==> src/rtl/lcg_pkg.sv <==
// Shared constants, state type and LCG step function for the LCG stream checker.
// Used by lcg_step and lcg_stream_checker.
package lcg_pkg;

  localparam logic [31:0] LCG_MUL = 32'h41C6_4E6D;
  localparam logic [31:0] LCG_INC = 32'h0000_3039;

  typedef enum logic [1:0] {
    ST_IDLE  = 2'd0,
    ST_CHECK = 2'd1,
    ST_FAIL  = 2'd2
  } chk_state_t;

  function automatic logic [31:0] lcg_next(
    input logic [31:0] s
  );
    return s * LCG_MUL + LCG_INC;
  endfunction

endpackage

==> src/rtl/lcg_step.sv <==
// One LCG step: nxt = cur * LCG_MUL + LCG_INC, modulo 2^32.
// Purely combinational.
module lcg_step
  import lcg_pkg::*;
(
  input  logic [31:0] cur,
  output logic [31:0] nxt
);

  assign nxt = lcg_next(cur);

endmodule

==> config.mk <==
export PLATFORM = sky130hd
export DESIGN_NAME = lcg_step
export DESIGN_NICKNAME = d
export VERILOG_FILES = /design/src/rtl/lcg_pkg.sv /design/src/rtl/lcg_step.sv
export SDC_FILE = /design/constraint.sdc
export NUM_CORES = 1
export LEC_CHECK = 0
export CORE_MARGIN = 2
export CORE_UTILIZATION = 50
export DETAILED_ROUTE_END_ITERATION = 8
export PLACE_DENSITY_LB_ADDON = 0.05
export SLEW_MARGIN = 20
export SYNTH_ARGS = -nofsm -noshare
export SYNTH_HDL_FRONTEND = slang
export SYNTH_SLANG_ARGS = --single-unit
==> constraint.sdc <==
create_clock -name vclk -period 20.6
set_input_delay 4.12 -clock vclk [all_inputs]
set_output_delay 4.12 -clock vclk [all_outputs]
set_load 0.1 [all_outputs]
* Word-level counts from Yosys, hierarchy flattened
Index checks and enable logic that the tools add are counted.
W data, S select, Z words.
** Operators by class
- $add $sub $neg :: 1
- $mul :: 1
** Operator list (count)
- $add A32 B14 Y32 const B :: 1
- $mul A32 B31 Y32 const B :: 1
** Word-level totals
- Word-level logic and storage cells :: 2
- Register bits :: 0

* Logic depth before layout (Yosys ltp)
- Word-level depth :: 2
- Gate-level depth with buffers :: 26
- Depth with buffers taken out :: 25

* Least setup slack after synthesis
OpenSTA, ideal clock, no wires.
- Path type :: input-to-output
- From :: input cur[0]
- To :: output nxt[18]
- Data arrival time :: 12.246 ns
- Buffers on the path :: 0
- Slack :: 4.234 ns
- Stages on the path :: 21
- Path through :: inv_1 ha_1 inv_1 ha_1 inv_1 fa_1 inv_1 fa_1 ha_1 fa_1 inv_1 fa_1 fa_1 inv_1 ha_1 a21oi_1 nand2_1 a311oi_2 nor3b_1 o31ai_1 a21boi_0
** Between the ends
- Longest elaborated chain between the ends :: 2
** RTL lines
- start, declared :: RTL line lcg_step.sv:6 : input logic [31:0] cur,
- $mul A32 B31 Y32 :: RTL line lcg_pkg.sv:17 : return s * LCG_MUL + LCG_INC;
- $add A32 B14 Y32 :: RTL line lcg_pkg.sv:17
- end, declared :: RTL line lcg_step.sv:7 : output logic [31:0] nxt
Every way passes these cells.

* Worst setup path after layout
- From :: input cur[7]
- To :: output nxt[31]
The elaborated chain is that of the path after synthesis.

==> qor.csv <==
stage;metric;value;unit
placement;gpl congestion;0.9571;
sta;Worst-Margin Slew;0.9888;ns
sta;Final period util;0.8114;
sta;final setup vio count;0;
synth;Post-Synthesis Cells;1004;
floorplanning;die width;139.9;um
run_status;status;completed;
worst_setup_path;Crit path required time;16.48;ns
min_path;Hold Crit Start;cur[0];
global_route;gr ovfl total;0;
route;Routed Antenna Nets;0;
synth;top cells by area, synth;fa_1 (40%), ha_1 (28%), inv_1 (17%), xnor2_1 (4.6%), a21oi_1 (1.6%);
route;vias per std cell;4.779;
worst_setup_path;WP depth;26;
global_route;initial antenna violation count;0;
synth;post-synthesis mux area share;0.001084;
route;DR DRC count;0;
synth;largest family of logic cells by synthesized area;adder cells;
placement;placed inst area;0.01016;sq mm
route;drt first-iter violations;159;
worst_setup_path;critical path's largest stage delay;1.14;ns
min_path;WHS Endpoint;nxt[0];
min_path;min-delay worst type;input pin to output port;
sta;RSZ-0062 raised after global routing;no;
cells_and_area;clock buffer count;0;
global_route;total track usage;0.2214;
synth;Seq/Total Area, Yosys;0;
floorplanning;Starting Density;0.5124;
floorplanning;Die ar.;0.01957;sq mm
synth;Post-Syn Nets;1429;
sta;setup TNS;0;ns
placement;Detail Placement HPWL;19890;um
placement;dpl ws;3.862;ns
placement;Buffers on Ports;64;
worst_setup_path;Setup crit end kind;output port;
global_route;first-pass GRT wire length;34010;um
synth;top-area cell type share of the netlist area;0.4010;
sta;final max-slew violation count;0;
sta;min Tclk post-route;16.71;ns
worst_setup_path;Most common cell on crit path;fa_1;
sta;FMAX;59.83;MHz
floorplanning;Die Y;139.9;um
synth;Syn Area/Cell;9.198;sq um
worst_setup_path;Crit Path Category;input pin to output port;
cells_and_area;Seq cells;0;
cells_and_area;Register Area;0;sq um
synth;Compound-Gate Fraction of Synth Area;0.05650;
worst_setup_path;critical path buffer and inverter count;7;
synth;simple-gate portion of the synthesized area;0.03374;
cells_and_area;layout cells sized above 1;0.01218;
cells_and_area;Nets;1494;
cells_and_area;commonest non-fill, non-tap cell in the layout;inv_1;
route;Vias;6194;
synth;Synth Area in XOR/XNOR;0.05880;
worst_setup_path;critical path fanouts, max;9;
route;Pre-antenna DRT Iters;4;
synth;Yosys top cell by area;fa_1;
sta;Fin. Hold Viols;0;
cells_and_area;Area Overhead vs Synth;10.04;%
synth;Synth Warn #;0;
min_path;WHS Path Cells;4;
cells_and_area;fin area;0.01016;sq mm
global_route;pin count of the biggest net entering global routing;11;
synth;area share of fa/ha/maj cells after synthesis;0.6828;
cells_and_area;Core Util, Final;0.5638;
worst_setup_path;Startpoint Class;input pin;
sta;Slew HR;0.3387;
worst_setup_path;Worst EP arrival;12.59;ns
worst_setup_path;Worst path slowest cell;clkdlybuf4s50_1;
worst_setup_path;gate family responsible for the most delay along the worst path;adder cells;
global_route;vias in the first global route;6537;
floorplanning;I/O pin count;64;
cells_and_area;most frequent cells in the layout;inv_1 (407), ha_1 (208), fa_1 (185);
clocking;CTS resizes;0;
floorplanning;core area;0.01802;sq mm
floorplanning;FP Rows;49;
flow_run;max-cap violation count;0;
route;Detailed Route WL;20830;um
clocking;Post-CTS Setup Repair Bufs;0;
clocking;cts hold-fix bufs;0;
synth;post-synth cell types;44;
cells_and_area;# diodes;0;
sta;setup slack after layout;3.886;ns
synth;Mapped Area;0.009235;sq mm
route;WL per Instance;16.07;um
[through the flow]
| stage | cells | hold WS (ns) |
|---|---|---|
| global placement | 1296 | 10.05 |
| floorplan | 1004 | 8.615 |
| CTS | 1296 | 10.07 |
| detailed placement | 1296 | 10.07 |
| global route | 1296 | 10.11 |
| finish | 1296 | 10.06 |
[worst max-delay path by stage]
stage               startpoint  endpoint  slack [ns]
floorplan               cur[0]   nxt[18]        4.23
global placement        cur[6]   nxt[31]        3.97
detailed placement      cur[5]   nxt[31]        3.86
CTS                     cur[5]   nxt[31]        3.84
global route            cur[5]   nxt[31]        3.49
finish                  cur[7]   nxt[31]        3.89
[area by class of cell]
class | count | area (sq um)
fill | 1726 | 7863
multi-input combinational | 594 | 7692
inverter | 407 | 1528
timing repair buffer | 66 | 655.6
tap | 229 | 286.5
[cells in the mapped netlist (2+ instances only)]
library cell,number
or2_2,3
inv_1,407
and2_1,2
buf_2,3
o21ai_0,7
xnor2_1,49
nand4_1,5
fa_1,185
nand2b_1,4
ha_1,208
o21bai_1,7
nor2_1,18
a21o_1,7
a21oi_1,29
and3_1,3
nand2_1,16
nand3_1,3
nor3_1,4
a211oi_1,3
o21a_1,4
xor2_1,13
a221oi_2,2
[metal layers]
layer / track usage / part of all wire / vias up
li1: - / - / 3073
met4: 0.03421 / 0.020 / 0
met3: 0.002735 / 0.016 / 20
met5: 0 / 0 / -
met1: 0.3098 / 0.45 / 3016
met2: 0.3972 / 0.51 / 85
[kinds of logic after synthesis]
group | count (synthesis)
mux | 1
fa+ha+maj | 393
compound gates | 74
simple gates | 64
xor+xnor | 62
buf+inv | 410
Power is not shown: default switching activity piles up to over one toggle a cycle in this logic, so the estimate is an artifact.
